## config.mk

```make
export PLATFORM = sky130hd
export DESIGN_NAME = m_arbiter_port
export DESIGN_NICKNAME = d
export VERILOG_FILES = /design/src/rtl/m_arbiter_port.sv
export SDC_FILE = /design/constraint.sdc
export NUM_CORES = 1
export LEC_CHECK = 0
export BUFFER_PORTS_ARGS = -buffer_cell sky130_fd_sc_hd__buf_2
export CORE_ASPECT_RATIO = 0.8
export CORE_MARGIN = 4
export CORE_UTILIZATION = 52
export DETAILED_ROUTE_END_ITERATION = 6
export PLACE_DENSITY = 0.75
export SLEW_MARGIN = 30
export SYNTH_ARGS = -nofsm -noshare
export SYNTH_HDL_FRONTEND = slang
export SYNTH_SLANG_ARGS = --single-unit
```

## constraint.sdc

```tcl
create_clock -name clk -period 2 [get_ports clk]
set_clock_uncertainty 0.2 [all_clocks]
set_input_delay 0.3 -clock clk [delete_from_list [all_inputs] [get_ports clk]]
set_output_delay 0.3 -clock clk [all_outputs]
set_load 0.02 [all_outputs]
```

## src/rtl/m_arbiter_port.sv

```systemverilog
`default_nettype none
// ============================================================================
//  Module   : m_arbiter_port
//  Purpose  : Master-side port of a serial bus arbiter. Serialises bus
//             requests and accept/reject answers towards the arbiter. Decodes
//             2-bit codes sent by the arbiter: GRANT, RESUME, GO and the two
//             STOP codes. Hands a timed accept/reject decision to the local
//             master core.
//  Ports    : clk, rstN           - clock, async active-low reset
//             arb_in / arb_out    - serial lines from / to the arbiter
//             req, slave_id       - core bus request and target slave
//             accept, reject      - core decision while granted
//             done_i, resume_rdy  - transfer finished / ready after a stop
//             granted, resumed    - decision window open / grant was RESUME
//             com_active          - transfer in progress
//             split, preempted    - stopped by arbiter (reason)
//             busy                - port not idle
//  Revision : 1.0 - initial release
// ============================================================================
module m_arbiter_port #(
  parameter int NO_SLAVES   = 3,
  parameter int S_ID_WIDTH  = $clog2(NO_SLAVES + 1),
  parameter int ACK_TIMEOUT = 16
) (
  input  logic                  clk,
  input  logic                  rstN,
  input  logic                  arb_in,
  output logic                  arb_out,
  input  logic                  req,
  input  logic [S_ID_WIDTH-1:0] slave_id,
  input  logic                  accept,
  input  logic                  reject,
  input  logic                  done_i,
  input  logic                  resume_rdy,
  output logic                  granted,
  output logic                  resumed,
  output logic                  com_active,
  output logic                  split,
  output logic                  preempted,
  output logic                  busy
);

  // Bits still to send after the first one of the longest (REQUEST) frame.
  localparam int SH_W  = S_ID_WIDTH + 2;
  localparam int CNT_W = $clog2(SH_W + 1);
  localparam int TO_W  = $clog2(ACK_TIMEOUT + 1);

  localparam logic [TO_W-1:0]  TO_LAST   = TO_W'(ACK_TIMEOUT - 1);
  localparam logic [CNT_W-1:0] CNT_REQ   = CNT_W'(SH_W);
  localparam logic [CNT_W-1:0] CNT_SHORT = CNT_W'(2);

  // Received codes
  localparam logic [1:0] CODE_GRANT  = 2'b11;
  localparam logic [1:0] CODE_RESUME = 2'b10;
  localparam logic [1:0] CODE_GO     = 2'b11;
  localparam logic [1:0] CODE_SPLIT  = 2'b10;
  localparam logic [1:0] CODE_PREEMP = 2'b00;

  typedef enum logic [3:0] {
    ST_IDLE       = 4'd0,
    ST_REQ_TX     = 4'd1,
    ST_WAIT_GRANT = 4'd2,
    ST_DECIDE     = 4'd3,
    ST_ACK_TX     = 4'd4,
    ST_NAK_TX     = 4'd5,
    ST_WAIT_GO    = 4'd6,
    ST_COM        = 4'd7,
    ST_OVER_TX    = 4'd8,
    ST_HOLD       = 4'd9,
    ST_DONE_TX    = 4'd10
  } state_t;

  // --------------------------------------------------------------------------
  // RX shifter: start bit, then code[1], then code[0]. The valid pulse
  // appears the cycle after code[0]; the shifter is already idle in that
  // cycle and can take the next start bit.
  // --------------------------------------------------------------------------
  logic [1:0] rx_cnt_q;
  logic [1:0] rx_code_q;
  logic       rx_valid_q;

  always_ff @(posedge clk or negedge rstN) begin
    if (!rstN) begin
      rx_cnt_q   <= 2'd0;
      rx_code_q  <= 2'b00;
      rx_valid_q <= 1'b0;
    end else begin
      rx_valid_q <= 1'b0;
      case (rx_cnt_q)
        2'd0: begin
          if (arb_in) rx_cnt_q <= 2'd1;
        end
        2'd1: begin
          rx_code_q[1] <= arb_in;
          rx_cnt_q     <= 2'd2;
        end
        2'd2: begin
          rx_code_q[0] <= arb_in;
          rx_valid_q   <= 1'b1;
          rx_cnt_q     <= 2'd0;
        end
        default: rx_cnt_q <= 2'd0;
      endcase
    end
  end

  // --------------------------------------------------------------------------
  // FSM state, TX shifter, decision timeout and registered outputs
  // --------------------------------------------------------------------------
  state_t            state_q, state_d;
  logic [SH_W-1:0]   tx_shift_q;
  logic [CNT_W-1:0]  tx_cnt_q;
  logic [TO_W-1:0]   to_cnt_q;
  logic              arb_out_q;
  logic              granted_q, resumed_q, com_active_q;
  logic              split_q, preempted_q, busy_q;

  logic              resumed_d, split_d, preempted_d;
  logic              tx_load;
  logic [SH_W-1:0]   tx_rest;
  logic [CNT_W-1:0]  tx_len;
  logic              tx_done;

  // Every frame starts with a 1; that bit is driven on the loading edge and
  // the shifter holds what is left.
  assign tx_done = (tx_cnt_q == '0);

  always_comb begin
    state_d     = state_q;
    resumed_d   = resumed_q;
    split_d     = split_q;
    preempted_d = preempted_q;
    tx_load     = 1'b0;
    tx_rest     = '0;
    tx_len      = '0;

    case (state_q)
      ST_IDLE: begin
        if (req) begin
          state_d = ST_REQ_TX;
          tx_load = 1'b1;
          tx_rest = {2'b11, slave_id};
          tx_len  = CNT_REQ;
        end
      end
      ST_REQ_TX: begin
        if (tx_done) state_d = ST_WAIT_GRANT;
      end
      ST_WAIT_GRANT: begin
        if (rx_valid_q && rx_code_q == CODE_GRANT) begin
          state_d   = ST_DECIDE;
          resumed_d = 1'b0;
        end else if (rx_valid_q && rx_code_q == CODE_RESUME) begin
          state_d   = ST_DECIDE;
          resumed_d = 1'b1;
        end
      end
      ST_DECIDE: begin
        // A simultaneous accept and reject is treated as a reject.
        if (accept && !reject) begin
          state_d = ST_ACK_TX;
          tx_load = 1'b1;
          tx_rest = {2'b01, {S_ID_WIDTH{1'b0}}};
          tx_len  = CNT_SHORT;
        end else if (reject || to_cnt_q == TO_LAST) begin
          state_d = ST_NAK_TX;
          tx_load = 1'b1;
          tx_rest = {2'b10, {S_ID_WIDTH{1'b0}}};
          tx_len  = CNT_SHORT;
        end
      end
      ST_ACK_TX: begin
        if (tx_done) state_d = ST_WAIT_GO;
      end
      ST_NAK_TX: begin
        if (tx_done) state_d = ST_IDLE;
      end
      ST_WAIT_GO: begin
        if (rx_valid_q && rx_code_q == CODE_GO) state_d = ST_COM;
      end
      ST_COM: begin
        // A stop takes priority; a coincident done_i is dropped.
        if (rx_valid_q && rx_code_q == CODE_SPLIT) begin
          state_d = ST_HOLD;
          split_d = 1'b1;
        end else if (rx_valid_q && rx_code_q == CODE_PREEMP) begin
          state_d     = ST_HOLD;
          preempted_d = 1'b1;
        end else if (done_i) begin
          state_d = ST_OVER_TX;
          tx_load = 1'b1;
        end
      end
      ST_OVER_TX: begin
        if (tx_done) state_d = ST_IDLE;
      end
      ST_HOLD: begin
        if (resume_rdy) begin
          state_d = ST_DONE_TX;
          tx_load = 1'b1;
        end
      end
      ST_DONE_TX: begin
        if (tx_done) state_d = ST_WAIT_GRANT;
      end
      default: state_d = ST_IDLE;
    endcase

    if (state_d != ST_HOLD) begin
      split_d     = 1'b0;
      preempted_d = 1'b0;
    end
    if (state_d == ST_IDLE) resumed_d = 1'b0;
  end

  always_ff @(posedge clk or negedge rstN) begin
    if (!rstN) begin
      state_q      <= ST_IDLE;
      tx_shift_q   <= '0;
      tx_cnt_q     <= '0;
      to_cnt_q     <= '0;
      arb_out_q    <= 1'b0;
      granted_q    <= 1'b0;
      resumed_q    <= 1'b0;
      com_active_q <= 1'b0;
      split_q      <= 1'b0;
      preempted_q  <= 1'b0;
      busy_q       <= 1'b0;
    end else begin
      state_q <= state_d;

      if (tx_load) begin
        arb_out_q  <= 1'b1;
        tx_shift_q <= tx_rest;
        tx_cnt_q   <= tx_len;
      end else if (!tx_done) begin
        arb_out_q  <= tx_shift_q[SH_W-1];
        tx_shift_q <= {tx_shift_q[SH_W-2:0], 1'b0};
        tx_cnt_q   <= tx_cnt_q - CNT_W'(1);
      end else begin
        arb_out_q  <= 1'b0;
      end

      // Counts DECIDE cycles; zero on the first cycle of each window.
      if (state_q == ST_DECIDE && state_d == ST_DECIDE) begin
        to_cnt_q <= to_cnt_q + TO_W'(1);
      end else begin
        to_cnt_q <= '0;
      end

      granted_q    <= (state_d == ST_DECIDE);
      com_active_q <= (state_d == ST_COM);
      busy_q       <= (state_d != ST_IDLE);
      resumed_q    <= resumed_d;
      split_q      <= split_d;
      preempted_q  <= preempted_d;
    end
  end

  assign arb_out    = arb_out_q;
  assign granted    = granted_q;
  assign resumed    = resumed_q;
  assign com_active = com_active_q;
  assign split      = split_q;
  assign preempted  = preempted_q;
  assign busy       = busy_q;

endmodule
`default_nettype wire
```

==> results by group, run 1 <==
Finish
  • Antenna diode count: 0
  • Area delta synth->final: 20.4%
  • Nets: 192
  • Filler Cell Count: 237
  • Multi-input gate area: 801 um^2
  • Share of layout cells above drive strength 1: 33.9%
  • Final core utilization: 66.8%
  • Final instance area: 1880 um^2
  • Register area: 701 um^2

Status
  • Failing checks: negative setup slack
  • Status: finished, violations left

Logic synthesis
  • EDFF count, synth: 0
  • Flops & latches, synth: 28
  • Largest cells by area after synthesis: dfrtp_1 (45%), ha_1 (3.2%), nor2_1 (3.1%)
  • Sequential area share after synthesis: 45.0%
  • Mapped cell area: 1560 um^2
  • Synth Flop Type: dfrtp_1
  • Area leader, netlist: dfrtp_1
  • Number of distinct library cells after synthesis: 53
  • Count leader, synth: dfrtp_1
  • Post-synth top area share: 45.0%
  • Cells after synthesis: 148
  • Synth async-reset ratio: 100%
  • Yosys warns: 0
  • Post-Syn Nets: 162
  • Top cells by count, synth: dfrtp_1 (28), nor2_1 (13), inv_1 (12)
  • Post-Syn Area per Cell: 10.5 um^2

Pwr
  • Peak VDD IR: 0.000762 V
  • Lkg Pwr: 0.853 nW
  • Pwr Density: 1360 nW/um^2
  • Total power: 2.54 mW

Global route
  • Gr ovfl total: 0
  • Largest net degree at the start of global routing: 29
  • Vias in the first global route: 1263
  • Initial antenna violation count: 0
  • GRT Overall Usage: 17.6%
  • Global-route wire length before repair: 5700 um

Floorplanning
  • Site Rows: 17
  • Die height: 57.0 um
  • Die area: 3940 um^2
  • Starting Density: 55.5%
  • Area of the core: 2810 um^2
  • Io pins: 17
  • Die width: 69.2 um

Clock tree
  • Worst-skew pair later-pin latency: 0.28 ns
  • Clk slew on worst S/H paths: 0.09 ns
  • H-Tree Level Count: 1
  • CTS tree: done
  • Clock Sinks: 28
  • Clock buffer depth: 2
  • Num CTS Buffers: 3
  • Root Buffer: clkbuf_8

Routing
  • Via count: 1231
  • Routed length per instance: 15.5 um
  • Drt first pass iters: 4
  • Antenna Nets Post-Route: 0
  • Vias/cell: 5.73
  • DRC errors left: 0
  • Final WL: 3330 um
  • Initial drt markers: 79

Hold path
  • Hold Path Class: input port to flop

Worst setup path
  • Crit-path max FO: 6
  • Buffers & Inverters on Critical Path: 0
  • Max incr delay on CP: 0.40 ns
  • Worst EP arrival: 1.99 ns
  • Worst EP required: 1.97 ns
  • CP startpoint kind: flop
  • Crit path max-delay family: simple AND/OR/NAND/NOR gates
  • Setup crit end kind: flop
  • Critical path class: flop to flop
  • CP Cell Sequence: ha_2, and3_4, ha_4, nor3_4, o32ai_2, or2_4, o31a_1
  • Critical path's slowest cell: dfrtp_1

Timing
  • Slew HR: 59.9%
  • Worst Tran Pin Value: 0.602 ns
  • WHS: 0.0575 ns
  • RSZ-0062 raised after global routing: yes
  • Max Transition Viols Final: 0
  • Setup violators final: 1
  • Achievable Freq: 494 MHz
  • Hold Fails Final Rpt: 0
  • Period utilization: 101%
  • Min Tclk post-route: 2.03 ns
  • Post-route setup slack: -0.0252 ns

Placed design
  • IO Port Bufs: 16
  • Cell Area, Placed: 1760 um^2
  • Routability cong.: 0.863
  • Dpl hpwl: 2480 um

Run
  • Max Cap Viol: 0
placed cells by master (no fill, tap or decap), drive strengths merged, types with 2 or more instances in the layout:
cell / Yosys / routed
buf: 7 / 31
dfrtp: 28 / 28
inv: 13 / 13
nor2: 13 / 13
nand3: 7 / 7
nor2b: 7 / 7
a21oi: 5 / 5
nor3: 5 / 5
nand2: 4 / 4
o32ai: 4 / 4
o21ai: 4 / 4
ha: 4 / 4
mux2i: 3 / 3
clkbuf: 0 / 3
or2: 3 / 3
a21boi: 3 / 3
and2: 2 / 2
nor3b: 2 / 2
o211ai: 2 / 2
nand2b: 2 / 2
nand3b: 2 / 2
nand4: 2 / 2
xnor2: 2 / 2
o31a: 2 / 2
mux2: 2 / 2
or3b: 2 / 2
path summary, 6_finish.rpt:
kind,from,endpoint,slack [ns],depth (start not counted)
max,to_cnt_q[1],tx_shift_q[1],-0.03,7
min,slave_id[0],tx_shift_q[0],0.06,3
max reg2reg,to_cnt_q[1],tx_shift_q[1],-0.03,7
min reg2reg,rx_cnt_q[0],rx_cnt_q[0],0.25,1
max in group asynchronous,rstN,state_q[3],0.85,2
min in group asynchronous,rstN,rx_cnt_q[0],0.36,2
cell type report:
| cell class | instances | share of cell area [%] |
|---|---|---|
| clock buffers | 3 | 2.20 |
| clock inverters | 1 | 1.60 |
| inverters | 13 | 2.60 |
| multi-input cells | 100 | 42.7 |
| flip-flops and latches | 28 | 37.4 |
| well taps | 38 | 2.54 |
| repair buffers | 32 | 11.0 |
metal layers:
| layer | share of wire (%) | wire, um | track usage [%] |
|---|---|---|---|
| met1 | 46 | 1520 | 23.4 |
| met2 | 49 | 1630 | 29.1 |
| met3 | 4.5 | 151 | 4.05 |
| met4 | 0.81 | 27 | 4.74 |
| met5 | 0 | 0 | 0 |
registers in the layout, indices dropped and copies added, names as in the netlist, 2 cells and up:
signal,flops
rx_cnt_q,2
tx_shift_q,4
rx_code_q,2
state_q,4
to_cnt_q,5
tx_cnt_q,3
logic make-up (layout without fill, tap and decap cells):
| kind of cell | count (synthesis) | in the layout | synth area share [%] |
|---|---|---|---|
| AO/OA/AOI/OAI | 29 | 29 | 15.3 |
| multiplexers | 5 | 5 | 3.37 |
| buffers and inverters | 20 | 49 | 6.50 |
| flip-flops | 28 | 28 | 45.0 |
| XOR/XNOR | 3 | 3 | 1.69 |
| adder cells (fa/ha/maj) | 4 | 4 | 3.21 |
| AND/OR/NAND/NOR | 59 | 59 | 24.9 |
report_power, final:
part	internal (mW)	switching (mW)
Sequential	0.719	0.150
Clock	0.268	0.175
Combinational	0.582	0.649
Total	1.57	0.973
worst reg2reg max path, cell delays in order, from the launching register on:
cell	delay, ns
dfrtp_1	0.40
ha_2	0.20
and3_4	0.18
ha_4	0.16
nor3_4	0.14
o32ai_2	0.11
or2_4	0.28
o31a_1	0.25
what timing repair did:
item                                   in CTS  in global routing
resized for setup                           1                  5
endpoints found under the hold margin      28                  0
setup buffers                               0                  2
hold buffers                                1                  0
setup endpoints to repair                   5                 15
pin swaps                                   1                  6
per-stage QoR:
stage	setup slack, ns	cells	setup TNS [ns]
floorplan	-0.103	148	-0.145
global placement	0.0126	208	0
detailed placement	-0.0708	208	-0.150
CTS	-0.0132	213	-0.0132
global route	-0.102	215	-0.698
finish	-0.0252	215	-0.0252
(Power assumes the default switching activity.)
==> run 2: changes to the inputs <==
Settings changed: SKIP_LAST_GASP set to 1.
==> run 2 against run 1 <==
Against the previous run:
- combinational power about the same
- sequential share of layout area up 0.075 points
- the run still ends with negative setup slack left
- critical path type unchanged
- worst setup slack lost 0.00083 ns
- largest power group unchanged
==> results by group, run 2 (synthesis gave the netlist of run 1 again) <==
Hold path
  • Hold Path Class: input port to flop
  • Hold path depth: 3 (unchanged)

Floorplanning
  • Area of the core: 2810 um^2 (unchanged)
  • Site Rows: 17 (unchanged)
  • Starting Density: 55.5% (unchanged)
  • Die width: 69.2 um (unchanged)
  • Io pins: 17 (unchanged)
  • Die height: 57.0 um (unchanged)
  • Die area: 3940 um^2 (unchanged)

Finish
  • Non-Filler Instances: 215 (unchanged)
  • Register area: 701 um^2 (unchanged)
  • Reg with most FFs: to_cnt_q
  • Nets: 192 (unchanged)
  • Commonest non-fill, non-tap cells in the layout: dfrtp_1 (28), buf_2 (16), buf_4 (14)
  • Max reg flops: 5 (unchanged)
  • Antenna diode count: 0 (unchanged)
  • Share of layout cells above drive strength 1: 33.3% (-0.56 points)
  • Multi-input gate area: 797 um^2 (-0.47%)
  • Filler Cell Count: 237 (unchanged)
  • Commonest non-fill, non-tap cell in the layout: dfrtp_1
  • Area delta synth->final: 20.2%
  • Largest regs: to_cnt_q x5, state_q x4, tx_shift_q x4

Placed design
  • Worst slack, placed: -0.0708 ns (unchanged)
  • Dpl hpwl: 2480 um (unchanged)
  • Placed insts: 208 (unchanged)
  • IO Port Bufs: 16 (unchanged)
  • Routability cong.: 0.863 (unchanged)

Timing
  • Max Transition Viols Final: 0 (unchanged)
  • Period utilization: 101% (about the same)
  • Setup violators final: 1 (unchanged)
  • Worst Tran Pin Value: 0.602 ns (-0.000170 ns)
  • Achievable Freq: 494 MHz (about the same)
  • Setup tns final: -0.0261 ns (-0.000825 ns)
  • Post-route setup slack: -0.0261 ns (-0.000825 ns)
  • Hold Fails Final Rpt: 0 (unchanged)
  • RSZ-0062 raised after global routing: yes
  • Min Tclk post-route: 2.03 ns (+0.000825 ns)
  • Slew HR: 59.9% (about the same)
  • WHS: 0.0620 ns (+0.00452 ns)

Routing
  • Antenna Nets Post-Route: 0 (unchanged)
  • Routed length per instance: 15.2 um (-2.0%)
  • Vias/cell: 5.70 (-0.41%)
  • Initial drt markers: 106 (+34%)
  • Drt first pass iters: 4 (unchanged)
  • Via count: 1226 (-0.41%)
  • DRC errors left: 0 (unchanged)
  • Final WL: 3260 um (-2.0%)

Clock tree
  • CTS tree: done
  • Num CTS Buffers: 3 (unchanged)
  • H-Tree Level Count: 1 (unchanged)
  • Clk slew on worst S/H paths: 0.09 ns (about the same)
  • Clock buffer depth: 2 (unchanged)
  • Root Buffer: clkbuf_8
  • Worst-skew pair later-pin latency: 0.27 ns (about the same)
  • Clock Sinks: 28 (unchanged)

Status
  • Status: finished, violations left
  • Failing checks: negative setup slack

Worst setup path
  • CP startpoint kind: flop
  • R2r setup slk: -0.03 ns (about the same)
  • Setup crit end kind: flop
  • Worst EP arrival: 1.99 ns (about the same)
  • Worst reg2reg path depth: 7 (unchanged)
  • Critical path class: flop to flop
  • Worst EP required: 1.96 ns (about the same)
  • Crit-path max FO: 6 (unchanged)

Pwr
  • Peak VDD IR: 0.000763 V (+0.12%)
  • Total power: 2.52 mW (-0.87%)
  • Pwr Density: 1350 nW/um^2 (-0.68%)
  • Lkg Pwr: 0.852 nW (-0.17%)

Global route
  • Global-route wire length before repair: 5700 um (unchanged)
  • GRT Overall Usage: 17.6% (unchanged)
  • Largest net degree at the start of global routing: 29 (unchanged)
  • Gr ovfl total: 0 (unchanged)
  • Initial antenna violation count: 0 (unchanged)
  • Vias in the first global route: 1263 (unchanged)

Run
  • Max Cap Viol: 0 (unchanged)
==> run 2: worst max-delay path: stages (launching register included) <==
cell,delay (ns)
dfrtp_1,0.40
ha_2,0.20
and3_4,0.18
ha_4,0.16
nor3_4,0.14
o32ai_2,0.11
or2_4,0.28
o31a_1,0.25
==> run 2: final timing paths <==
check                                  from       endpoint
worst max-delay path            to_cnt_q[1]  tx_shift_q[1]
worst min-delay path            slave_id[0]  tx_shift_q[0]
worst max register to register  to_cnt_q[1]  tx_shift_q[1]
worst min register to register  rx_cnt_q[0]    rx_cnt_q[0]
max in group asynchronous              rstN    tx_cnt_q[0]
min in group asynchronous              rstN    rx_cnt_q[0]
==> run 2: layout make-up <==
type                    count  share of cell area, %
multi-input cells         100                   42.6
flip-flops and latches     28                   37.4
repair buffers             32                   11.0
inverters                  13                   2.61
well taps                  38                   2.54
clock buffers               3                   2.21
clock inverters             1                   1.60
==> run 2: stage by stage <==
step | area (um^2) | utilization [%]
finish | 1870 | 66.7
global route | 1870 | 66.7
CTS | 1840 | 65.6
detailed placement | 1760 | 62.6
global placement | 1760 | 62.6
floorplan | 1590 | -
==> run 2: where the power goes <==
part	switching (mW)	internal, mW	total, mW
clock	0.172	0.268	0.440
combinational	0.637	0.576	1.21
sequential	0.149	0.719	0.868
total	0.958	1.56	2.52
==> run 2: metal layers <==
metal	global-route usage [%]	up-vias	part of all wire (%)
li1	-	589	-
met1	23.4	598	45
met2	29.1	37	49
met3	4.05	2	5.5
met4	4.74	0	0.58
met5	0	-	0
==> run 2: repair_timing <==
| action | CTS | global route |
|---|---|---|
| pin swaps | 1 | 5 |
| setup buffers | 0 | 2 |
| hold buffers | 1 | 0 |
| endpoints found under the hold margin | 28 | 0 |
| resized for setup | 1 | 4 |
| endpoints found under the setup margin | 5 | 15 |
==> run 3: changes to the inputs <==
Settings changed: ABC_AREA set to 1, CORE_UTILIZATION 52 to 57, PLACE_DENSITY 0.75 to 0.78.
Clock period 2 ns to 2.1 ns, I/O delays scaled along.
==> run 3 against run 2 <==
Against the previous run:
- the flow now finishes without violations
- total power fell by 15%
- sequential power down 10%
- worst setup slack improved by 0.13 ns
- worst hold slack worse by 0.042 ns
- count of clock-buffer cells in the layout up 1
- utilization rose by 2.1 points
- synthesized area shrank 5.3%
- flip-flop and latch count did not move
- critical path depth is 5 higher
- final cell count increased by 14%
- synthesized cell count grew 26%
- register-to-register slack gained 0.13 ns
- critical endpoint is now busy
- largest cell class is now sequential cells
==> results by group, run 3 <==
Timing
  • Max Transition Viols Final: 0 (unchanged)
  • Worst Tran Pin Value: 0.604 ns (+0.00162 ns)
  • Min Tclk post-route: 1.99 ns (-0.0326 ns)
  • Period utilization: 94.9% (-6.4 points)
  • Post-route setup slack: 0.107 ns (+0.133 ns)
  • WHS: 0.0201 ns (-0.0420 ns)
  • Setup violators final: 0 (-1)
  • Slew HR: 59.8% (-0.11 points)
  • Setup tns final: 0 ns (+0.0261 ns)
  • Achievable Freq: 502 MHz (+1.6%)
  • Hold Fails Final Rpt: 0 (unchanged)

Global route
  • GRT Overall Usage: 19.6% (+2.1 points)
  • Gr ovfl total: 0 (unchanged)
  • Largest net degree at the start of global routing: 29 (unchanged)
  • Global-route wire length before repair: 5200 um (-8.7%)
  • Vias in the first global route: 1264 (+0.079%)
  • Initial antenna violation count: 0 (unchanged)

Routing
  • DRC errors left: 0 (unchanged)
  • Vias/cell: 5.25 (-8.0%)
  • Initial drt markers: 93 (-12%)
  • Final WL: 3080 um (-5.5%)
  • Drt first pass iters: 5 (+1)
  • Antenna Nets Post-Route: 0 (unchanged)
  • Routed length per instance: 12.5 um (-17%)
  • Via count: 1291 (+5.3%)

Clock tree
  • Num CTS Buffers: 3 (unchanged)
  • Clock Sinks: 28 (unchanged)
  • H-Tree Level Count: 1 (unchanged)
  • CTS tree: done
  • Clock buffer depth: 2 (unchanged)
  • Clk slew on worst S/H paths: 0.15 ns (+0.06 ns)
  • Root Buffer: clkbuf_4
  • Worst-skew pair later-pin latency: 0.33 ns (+0.06 ns)

Pwr
  • Cell Int Power: 1.16 mW (-26%)
  • Pwr Density: 1260 nW/um^2 (-6.6%)
  • Clock network fraction of design power: 12.3% (-5.1 points)
  • Peak VDD IR: 0.000761 V (-0.25%)
  • Seq pwr share: 36.7% (+2.3 points)
  • Total power: 2.13 mW (-15%)
  • Sw Ratio: 45.7% (+7.7 points)
  • Sw power: 973 uW (+1.6%)
  • Lkg Pwr: 0.902 nW (+5.9%)
  • Combinational power share: 51.1% (+3.0 points)

Worst setup path
  • Critical path class: flop to flop
  • Buffers & Inverters on Critical Path: 0 (unchanged)
  • CP Cell Sequence: ha_2, nand2_2, nor2_1, ha_2, nor2_2, nand2_1, nand2_2, o21ai_1, nor2_1, nand2_1, nor2_2, nand2_1
  • Crit path max-delay family: simple AND/OR/NAND/NOR gates
  • Critical path's slowest cell: dfrtp_1
  • Crit-path max FO: 3 (-3)
  • Worst EP arrival: 2.01 ns (+0.02 ns)
  • Setup crit end kind: flop
  • R2r setup slk: 0.11 ns (+0.13 ns)
  • CP startpoint kind: flop
  • Worst EP required: 2.12 ns (+0.16 ns)
  • Cell mode on critical path: nand2_1
  • Max incr delay on CP: 0.42 ns (+0.02 ns)

Logic synthesis
  • Yosys warns: 0 (unchanged)
  • Post-synth top area share: 47.5% (+2.5 points)
  • Synth async-reset ratio: 100% (unchanged)
  • Post-Syn Area per Cell: 7.93 um^2 (-25%)
  • EDFF count, synth: 0 (unchanged)
  • Count leader, synth: nand2_1
  • Mapped cell area: 1480 um^2 (-5.3%)
  • Sequential area share after synthesis: 47.5% (+2.5 points)
  • Post-Syn Nets: 200 (+23%)
  • Largest cells by area after synthesis: dfrtp_1 (47%), nand2_1 (10%), nor2_1 (7.1%)
  • Area leader, netlist: dfrtp_1
  • Top cells by count, synth: nand2_1 (41), dfrtp_1 (28), nor2_1 (28)
  • Number of distinct library cells after synthesis: 26 (-51%)
  • Cells after synthesis: 186 (+26%)
  • Flops & latches, synth: 28 (unchanged)
  • Synth Flop Type: dfrtp_1

Finish
  • Antenna diode count: 0 (unchanged)
  • Non-Filler Instances: 246 (+14%)
  • Largest regs: to_cnt_q x5, state_q x4, tx_shift_q x4
  • Share of layout cells above drive strength 1: 23.8% (-9.5 points)
  • Reg with most FFs: to_cnt_q
  • Final core utilization: 68.8% (+2.1 points)
  • Commonest non-fill, non-tap cell in the layout: nand2_1
  • Nets: 225 (+17%)
  • Commonest non-fill, non-tap cells in the layout: nand2_1 (39), dfrtp_1 (28), inv_1 (27)
  • Final instance area: 1690 um^2 (-9.5%)
  • Area delta synth->final: 14.8%
  • Max reg flops: 5 (unchanged)

Placed design
  • Dpl hpwl: 2280 um (-7.9%)
  • IO Port Bufs: 16 (unchanged)
  • Routability cong.: 0.925 (+7.2%)
  • Worst slack, placed: 0.0539 ns (+0.125 ns)
  • Placed insts: 241 (+16%)
  • Cell Area, Placed: 1620 um^2 (-7.7%)

Floorplanning
  • Starting Density: 59.9% (+4.4 points)
  • Die area: 3470 um^2 (-12%)
  • Die width: 64.9 um (-6.2%)
  • Site Rows: 16 (-1)
  • Die height: 53.5 um (-6.1%)
  • Area of the core: 2460 um^2 (-12%)
  • Io pins: 17 (unchanged)

Status
  • Status: finished clean

Hold path
  • Hold Path Class: input port to flop

Run
  • Max Cap Viol: 0 (unchanged)
[run 3: worst paths after layout]
| kind | start | end | depth (start not counted) |
|---|---|---|---|
| setup / recovery | to_cnt_q[0] | busy | 12 |
| hold / removal | slave_id[0] | tx_shift_q[0] | 3 |
| setup reg to reg | to_cnt_q[0] | busy | 12 |
| hold reg to reg | rx_cnt_q[1] | rx_cnt_q[0] | 1 |
| max in group asynchronous | rstN | preempted | 2 |
| min in group asynchronous | rstN | tx_cnt_q[0] | 2 |
[run 3: power groups by stage]
stage | logic [mW] | clock network (mW) | registers, mW
after floorplan | 0.730 | 0 | 0.805
after global placement | 0.978 | 0 | 0.782
after detailed placement | 1.01 | 0 | 0.790
after CTS | 1.02 | 0.267 | 0.778
after global routing | 1.21 | 0.292 | 0.795
final | 1.09 | 0.261 | 0.781
[run 3: what timing repair did]
item                                    4_1_cts  5_1_grt
endpoints found under the setup margin        2       14
pin swaps                                     1        5
resized for setup                             0        9
cloned                                        0        0
buffers inserted                              0        0
hold endpoints to repair                     28        0
hold buffers                                  1        0
[run 3: cell families after synthesis]
kind of cell / count (synthesis) / synth area share, %
and+or+nand+nor: 97 / 31.3
buffers and inverters: 35 / 9.16
DFF: 28 / 47.5
AOI/OAI and AO/OA: 20 / 7.46
adders and majority gates: 4 / 3.39
xor gates and xnor gates: 2 / 1.19
[run 3: layer usage]
metal,global-route usage [%],vias up,wire length (um)
met5,0,-,0
met4,3.86,0,84
met3,5.10,17,254
met2,34.6,66,1420
met1,24.6,584,1320
li1,-,624,-
[run 3: area by class of cell]
type | instances | area [um^2]
Fill cell | 216 | 768
Inverter | 34 | 128
Multi-Input combinational cell | 123 | 664
Timing Repair Buffer | 21 | 120
Clock buffer | 4 | 36.3
Sequential cell | 28 | 701
Tap cell | 36 | 45.0
[run 3: tightest hold or removal path, delay by kind of cell]
| family | cells | cell delay (ns) |
|---|---|---|
| AO/OA/AOI/OAI | 1 | 0.08 |
| buffers and inverters | 1 | 0.07 |
| AND/OR/NAND/NOR | 1 | 0.06 |
